### config.mk
export PLATFORM = sky130hd
export DESIGN_NAME = lfsr_prng
export DESIGN_NICKNAME = d
export VERILOG_FILES = /design/src/rtl/lfsr_prng.sv
export SDC_FILE = /design/constraint.sdc
export NUM_CORES = 1
export LEC_CHECK = 0
export ABC_AREA = 1
export CAP_MARGIN = 5
export CELL_PAD_IN_SITES_DETAIL_PLACEMENT = 1
export CELL_PAD_IN_SITES_GLOBAL_PLACEMENT = 2
export CORE_MARGIN = 1
export CORE_UTILIZATION = 32
export CTS_BUF_LIST = sky130_fd_sc_hd__clkbuf_8
export DETAILED_ROUTE_END_ITERATION = 8
export PLACE_DENSITY_LB_ADDON = 0.1
export SLEW_MARGIN = 20
export SYNTH_ARGS = -nofsm -noshare
export SYNTH_HDL_FRONTEND = slang
export SYNTH_SLANG_ARGS = --single-unit
### constraint.sdc
create_clock -name clk_i -period 5.5 [get_ports clk_i]
set_clock_uncertainty 0.2 [all_clocks]
set_input_delay 0.825 -clock clk_i [delete_from_list [all_inputs] [get_ports clk_i]]
set_output_delay 0.825 -clock clk_i [all_outputs]
set_load 0.02 [all_outputs]
### src/rtl/lfsr_prng.sv
// lfsr_prng: WIDTH-bit XNOR Fibonacci LFSR with seed load, wrap/step tracking and threshold compare.
// Latency: en_i/load_i sampled at edge N are visible on q_o, below_o, wrap_o, steps_o after edge N.
// No backpressure: the generator steps on every edge with en_i high; load_i overrides en_i.
module lfsr_prng #(
  parameter int unsigned WIDTH       = 10,
  parameter bit          FULL_PERIOD = 1'b1
) (
  input  logic             clk_i,
  input  logic             rst_ni,
  input  logic             en_i,
  input  logic             load_i,
  input  logic [WIDTH:1]   seed_i,
  input  logic [WIDTH-1:0] threshold_i,
  output logic [WIDTH:1]   q_o,
  output logic             below_o,
  output logic             wrap_o,
  output logic [WIDTH:0]   steps_o
);

  // Only lengths with an entry in the tap table are supported.
  generate
    if (WIDTH < 3 || WIDTH > 16) begin : g_bad_width
      $error("lfsr_prng: WIDTH must be in the range 3..16");
    end
  endgenerate

  // Maximal-length tap sets; bit n of Q maps to mask bit n-1.
  function automatic logic [15:0] tap_mask(input int unsigned w);
    logic [15:0] m;
    m = 16'h0000;
    case (w)
      3:       m = 16'h0006; // 3,2
      4:       m = 16'h000C; // 4,3
      5:       m = 16'h0014; // 5,3
      6:       m = 16'h0030; // 6,5
      7:       m = 16'h0060; // 7,6
      8:       m = 16'h00B8; // 8,6,5,4
      9:       m = 16'h0110; // 9,5
      10:      m = 16'h0240; // 10,7
      11:      m = 16'h0500; // 11,9
      12:      m = 16'h0829; // 12,6,4,1
      13:      m = 16'h100D; // 13,4,3,1
      14:      m = 16'h2015; // 14,5,3,1
      15:      m = 16'h6000; // 15,14
      16:      m = 16'hD008; // 16,15,13,4
      default: m = 16'h0000;
    endcase
    return m;
  endfunction

  localparam logic [15:0]    TAP_MASK_ALL = tap_mask(WIDTH);
  localparam logic [WIDTH:1] TAPS         = TAP_MASK_ALL[WIDTH-1:0];
  localparam logic [WIDTH:0] STEPS_MAX    = '1;

  logic [WIDTH:1] q_q, q_d;
  logic [WIDTH:1] start_q, start_d;
  logic [WIDTH:0] steps_q, steps_d;
  logic           wrap_q, wrap_d;
  logic           below_q, below_d;
  logic           fb;
  logic [WIDTH:1] q_step;

  // One LFSR step from the current state. The XNOR form makes all-zeros a legal state
  // (so reset to 0 starts the sequence) and all-ones the lock-up state, which is either
  // spliced into the cycle after 0111..1 or, in the classic form, kicked back to zero.
  always_comb begin
    fb     = ~^(q_q & TAPS);
    q_step = {q_q[WIDTH-1:1], fb};
    if (FULL_PERIOD) begin
      q_step[1] = fb ^ (&q_q[WIDTH-1:1]);
    end else if (&q_q) begin
      q_step = '0;
    end
  end

  // Next-state selection: load beats step beats hold; wrap is a single-cycle pulse.
  always_comb begin
    q_d     = q_q;
    start_d = start_q;
    steps_d = steps_q;
    wrap_d  = 1'b0;
    if (load_i) begin
      q_d     = seed_i;
      start_d = seed_i;
      steps_d = '0;
    end else if (en_i) begin
      q_d = q_step;
      if (q_step == start_q) begin
        wrap_d  = 1'b1;
        steps_d = '0;
      end else if (steps_q != STEPS_MAX) begin
        steps_d = steps_q + 1'b1;
      end
    end
    // Compare against the state being registered so below_o lines up with q_o.
    below_d = (q_d < threshold_i);
  end

  // State registers; all period-tracking state clears asynchronously.
  always_ff @(posedge clk_i or negedge rst_ni) begin
    if (!rst_ni) begin
      q_q     <= '0;
      start_q <= '0;
      steps_q <= '0;
      wrap_q  <= 1'b0;
      below_q <= 1'b0;
    end else begin
      q_q     <= q_d;
      start_q <= start_d;
      steps_q <= steps_d;
      wrap_q  <= wrap_d;
      below_q <= below_d;
    end
  end

  assign q_o     = q_q;
  assign wrap_o  = wrap_q;
  assign steps_o = steps_q;
  // While held in reset Q is zero, so the compare collapses to a non-zero threshold test.
  assign below_o = rst_ni ? below_q : (threshold_i != '0);

  // A wrap always restarts the step count.
  a_wrap_clears_steps : assert property (@(posedge clk_i) disable iff (!rst_ni)
    wrap_q |-> (steps_q == '0));

  // The shortest cycle is 7 states, so two returns to start can never be adjacent.
  a_no_back_to_back_wrap : assert property (@(posedge clk_i) disable iff (!rst_ni)
    wrap_q |=> !wrap_q);

endmodule

# Word-level counts from Yosys, hierarchy flattened
# Cells that the tools add are included.
[op_classes]
add_sub_neg = 1
order_cmp = 1
bitwise = 1
reduce_logical = 6
eq_ne = 2
n_mux = 10
[ops]
columns = ["op", "n"]
rows = [
  ["11-bit 2-to-1 mux", 4],
  ["10-bit 2-to-1 mux", 2],
  ["11-bit by 1-bit adder with 11-bit output (second input constant)", 1],
  ["11-bit inequality test (second input constant)", 1],
  ["10-bit equality test", 1],
  ["10-bit less-than comparator", 1],
  ["10-bit nonzero test", 1],
  ["10-bit XNOR reduction", 1],
  ["9-bit AND reduction", 1],
  ["1-bit 2-to-1 mux", 4],
  ["3-bit nonzero test", 1],
  ["2-bit AND reduction", 1],
  ["2-bit nonzero test", 1],
  ["1-bit XOR", 1],
]
[word_totals]
output_inout_bits = 23
word_cells = 26
regBits = 33

# Depth between registers and ports, before layout
[logic_depth]
ltp_word = 6
ltp_mapped = 13

# Worst setup path after synthesis
# OpenSTA, ideal clock, no wires.
[synth_timing]
path_kind = "input -> register"
from = "input port en_i"
to = "register below_q"
arrival_ns = 2.212
stages = 10
setup_slack_ns = 3.010
required_ns = 5.223
setup_ns = 0.077
cell_sequence = "inv_1 -> clkbuf_1 -> nor2_1 -> o21ai_0 -> ha_1 -> a21oi_1 -> nor2_1 -> a211oi_1 -> o221ai_1 -> a21oi_1"
[synth_via]
elab_chain_cells = 3
[synth_rtl]
columns = ["element", "line", "rtl"]
rows = [
  ["start, declared", "10", "input logic en_i,"],
  ["10-bit 2-to-1 mux", "86", "end else if (en_i) begin"],
  ["10-bit 2-to-1 mux", "82", "if (load_i) begin"],
  ["named net q_d, one bit", "55", "logic [WIDTH:1] q_q, q_d;"],
  ["10-bit less-than comparator", "96", "below_d = (q_d < threshold_i);"],
  ["named net below_d", "59", "logic below_q, below_d;"],
  ["end signal, assigned", "112", "below_q <= below_d;"],
  ["end, declared", "59", ""],
]
# The timed path passes the listed nets, and every way through them passes these cells.
# A chain may end at the register's enable or synchronous reset.

# Worst setup path in the final report
[layout_timing]
from = "input port threshold_i[0]"
to = "output port below_o"
[layout_via]
elab_chain_cells = 2
[layout_rtl]
columns = ["element", "line", "rtl"]
rows = [
  ["start, declared", "13", "input logic [WIDTH-1:0] threshold_i,"],
  ["10-bit nonzero test", "120", "assign below_o = rst_ni ? below_q : (threshold_i != '0);"],
  ["1-bit 2-to-1 mux", "120", ""],
  ["end, declared", "15", "output logic below_o,"],
]
# No other way between the ends.

==> flow_summary.ini <==
[finish]
regArea_sq_um = 825.8
drive_gt1_share_pct = 10.90
fin_util_pct = 44.03
synthToLayoutAreaGrowth_pct = 29.27
stdcell_area_sq_um = 2669
final_cells = 387
multi_input_area_sq_um = 1082
fillers = 735
n_antenna_cell = 0
num-nets-final = 346

[route]
vias_per_cell = 4.835
drcViolationCount = 0
routedWlPerCell_um = 14.14
wl_um = 5471
ant_nets = 0
drt_first_pass_iters = 4
drtIter0Drc = 76
num_vias = 1871

[timing]
finalSetupViolCount = 0
period_minus_slack_ns = 3.523
hold_viol = 0
worst_slack_ns = 1.977
fin_crit_sh_pct = 64.06
final_max_slew_viol_count = 0
rsz0062_at_grt = no
max_slew_margin_pct = 55.59
fin_tns_setup_ns = 0
fmax_mhz = 283.8
tightest_slew_ns = 0.6655
holdWs_ns = 0.2938

[cts]
worst_skew_pair.late_latency_ns = 0.28
cts_made_buffers = 5
cts_tree = done
clk_path_buf_depth = 2
cts_hold_buf = 0
cts_resized = 0
post_cts_buffers = 0
root_buffer = clkbuf_8
htree_levels = 2
clk_pin_slew_ns = 0.06
numClockSinks = 33

[grt]
grt_pass1_vias = 1870
grt.total_usage_pct = 18.71
grt_pass1_wl_um = 9439
grt_max_degree = 36
antenna_found_initial = 0
overflow = 0

[run_status]
status = finished, final reports clean

[power_and_ir_drop]
ir_drop_mv = 0.1498
power_density_nw_per_um2 = 239.4
power_mw = 0.6390
leakagePower_nw = 1.216

[yosys]
synth.net_count = 298
synth-warning-count = 0
synth_area_per_cell_sq_um = 7.820
ys_types = 31
syn_area_sq_um = 2064
netlist_instances = 264
ys_ff_latch = 33
ys_seq_area_share_pct = 40.00

[worst_setup_path]
path_cells = clkdlybuf4s50_1 -> nor2_1 -> nand3_1 -> nor4_1 -> o21ai_0 -> clkdlybuf4s50_1
arrival_ns = 2.50
r2r_end = steps_o[10]$_DFFE_PN0P_
cp_num_buf_inv = 2
cp.depth = 6
path_class = in2out
path_common_cell = clkdlybuf4s50_1
critPathTopFamily = buffers and inverters
r2r_setup_slack_ns = 3.35
end_kind = output pin
cpMaxStageDelayCell = clkdlybuf4s50_1
cp-start-kind = primary input
worstPathRequired_ns = 4.47
r2r_cells = 6
r2r-start = q_o[7]$_DFF_PN0_
crit_fanout = 2
worst_path_largest_cell_delay_ns = 0.55

[floorplan]
ios = 47
die_area_sq_um = 6777
rows = 28
initial_core_util_pct = 34.06
core_sq_um = 6061
die_h_um = 82.32
die_w_um = 82.32

[min_path]
whs_endpoint = start_q[3]$_DFFE_PN0P_
hold_depth = 2
hp-class = reg2reg
min-delay-start = start_q[3]$_DFFE_PN0P_

[placed_design]
dpl_cell_area_sq_um = 2582
io_buffers = 46
dpl.hpwl_um = 4128
place_ws_ns = 1.839
dp_cells = 380
place_congestion = 0.7497

[run]
maxCapViolCount = 0
-- layout make-up --
type / count / area share [%]
multi-input cells: 196 / 40.55
flip-flops and latches: 33 / 30.94
repair buffers: 48 / 17.82
inverters: 28 / 3.938
well taps: 75 / 3.516
clock buffers: 6 / 3.094
clock inverters: 1 / 0.1406
-- state kept, by name (all words and copies together), names as in the netlist --
register,cells
below_q,1
q_o,10
start_q,10
steps_o,11
wrap_o,1
-- logic make-up after synthesis --
family,after synthesis,synth area share (%)
AO/OA/AOI/OAI,38,10.97
adder cells (fa/ha/maj),10,6.061
buffers and inverters,35,7.575
XOR/XNOR,12,5.091
flip-flops,33,40.00
AND/OR/NAND/NOR,136,30.30
-- metal layers --
layer | vias to the layer above | GRT usage [%] | wire, um
met3 | 2 | 3.736 | 202
met5 | - | 0 | 0
met2 | 34 | 26.78 | 2288
li1 | 960 | - | -
met1 | 875 | 28.71 | 2954
met4 | 0 | 3.684 | 25
-- how the worst max path moves through the flow --
stage	startpoint	slack, ns	end
6_report	threshold_i[0]	1.98	below_o
5_1_grt	rst_ni	1.85	below_o
4_1_cts	rst_ni	1.94	below_o
3_5_place_dp	load_i	1.84	below_q$_DFF_PN0_
3_3_place_gp	load_i	1.95	below_q$_DFF_PN0_
2_1_floorplan	en_i	3.01	below_q$_DFF_PN0_
-- cells in the final DEF, fill, tap and decap left out --
master,count
nand2_1,68
clkdlybuf4s50_1,46
dfrtp_1,33
inv_1,25
nor2_1,25
o21ai_0,21
nand3_1,18
ha_1,10
xor2_1,7
a21oi_1,6
o21ai_2,6
clkbuf_8,6
nand2_2,5
nand4_1,5
xnor2_1,5
inv_2,4
nor2_2,3
nor3_1,3
nand3_2,2
nor3_2,2
nand4_2,2
buf_4,2
nor4_1,1
a211oi_1,1
o221ai_1,1
a21oi_2,1
nand2_4,1
nand3b_1,1
o21a_1,1
o22ai_1,1
-- tightest hold or removal path, cell delays in order, from the launching register on --
cell     delay (ns)
dfrtp_1        0.36
nand2_1        0.06
nand2_1        0.05
-- power breakdown --
group	switching [mW]	total, mW	internal [mW]
Sequential	0.0277	0.292	0.264
Combinational	0.0909	0.168	0.0767
Clock	0.0820	0.179	0.0973
Total	0.201	0.639	0.438
-- cells in the mapped netlist (all sizes together) --
cell type	number	area share (%)
xor2	7	3.0
o21ai	27	7.6
nand4	7	2.7
o21a	1	0.36
o22ai	1	0.30
buf	3	1.8
nor4	1	0.30
nor2	28	5.5
inv	28	5.1
dfrtp	33	40
ha	10	6.1
clkbuf	4	0.73
nor3	5	1.7
a21oi	7	1.9
nand2	74	14
o221ai	1	0.42
xnor2	5	2.1
nand3	20	5.3
a211oi	1	0.36
nand3b	1	0.36
Power figures use the tool's default switching activity.
==> RTL edit: new RTL, same settings <==
Change the parameter `FULL_PERIOD` from 1'b1 to 1'b0.
--- a/src/rtl/lfsr_prng.sv
+++ b/src/rtl/lfsr_prng.sv
@@ -3,7 +3,7 @@
 // No backpressure: the generator steps on every edge with en_i high; load_i overrides en_i.
 module lfsr_prng #(
   parameter int unsigned WIDTH       = 10,
-  parameter bit          FULL_PERIOD = 1'b1
+  parameter bit          FULL_PERIOD = 1'b0
 ) (
   input  logic             clk_i,
   input  logic             rst_ni,
Behaviour: not the same (Yosys sat finds a counterexample within 4 cycles, from zero or initial values and one cycle with rst_ni low).
==> RTL edit against the original RTL <==
Register-to-register slack got worse by 570 ps. Cell area decreased by 0.89%. Worst setup slack worse by 20 ps. Hold slack gained 3.3 ps. Sequential cell count did not move. Wire length decreased by 1.3%. Total power decreased by 3.7%. Critical path depth fell by 1. Area after synthesis fell by 0.42%. Clock power up 2%.
==> RTL edit: results (changes against the original RTL) <==
metric	value	unit	change
status	completed		
num-nonclk-buffers	47		-2.1%
synth_compound_area_share	9.31	%	-1.7 points
clk_share	3.26	%	+0.029 points
via_count	1912		+2.2%
setup_slack	1960	ps	-19.8 ps
wl	5400	µm	-1.3%
drive_gt1_share	6.01	%	-4.9 points
routed-wl-met3	162	µm	-20%
slew_headroom	29.0	%	-27 points
fillers	757		+3.0%
grt.met3_usage	2.97	%	-0.77 points
grt_pass1_wl	8800	µm	-6.8%
synth_common_cells	86 x nand2_1, 33 x dfrtp_1, 31 x o21ai_0		
final_nets	350		+1.2%
power.density	233	nW/µm²	-2.9%
inv_count	26		-7.1%
gp_congestion	0.805		+7.4%
layout.nonclk_buf_share	17.7	%	-0.12 points
cp_max_fo	35		+33
rr_endpoint	below_q		
grt_pass1_vias	1823		-2.5%
whs	297	ps	+3.35 ps
multi_input_gates	203		+3.6%
synthAdderAreaFrac	6.09	%	+0.026 points
cp_data_arrival_time	2520	ps	+20 ps
hold_start	start_q[9]		
hold_end	start_q[9]		
met2_length	2430	µm	+6.3%
reg2regPathDepth	13		+7
syn_nets	305		+2.3%
dp_slack	1810	ps	-33.4 ps
irDropWorstVdd	0.144	mV	-4.1%
p_leak	0.00124	µW	+2.0%
ff2ff_setup_slack	2780	ps	-570 ps
worstReg2RegStart	q_o[2]		
-- RTL edit: changes by cell type after synthesis, moves of 3 or more --
cell	change
o21ai_2	-6
nand2_1	+18
nor2_1	-8
nand2_2	-3
o21ai_0	+10
inv_2	-4
-- RTL edit: metrics by stage --
step / std cells / util, %
after detailed placement: 384 / 42.2
final: 391 / 43.6
after global routing: 391 / 43.6
after global placement: 384 / 42.2
after floorplan: 271 / -
after CTS: 391 / 43.6
-- RTL edit: logic make-up (layout without fill, tap and decap cells) --
family / after synthesis / after routing
and+or+nand+nor: 145 / 145
AOI/OAI and AO/OA: 37 / 37
buffers and inverters: 35 / 80
DFF: 33 / 33
xor gates and xnor gates: 11 / 11
adders and majority gates: 10 / 10
-- RTL edit: power by group --
group,internal (µW),switching (µW)
Sequential,261,20.5
Combinational,66.1,84.6
Clock,97.5,85.6
-- RTL edit: critical path, cell delays in order --
cell and delay, ps:
clkdlybuf4s50_1 450, buf_4 390, nand2_1 100, o21ai_0 90, clkdlybuf4s50_1 620
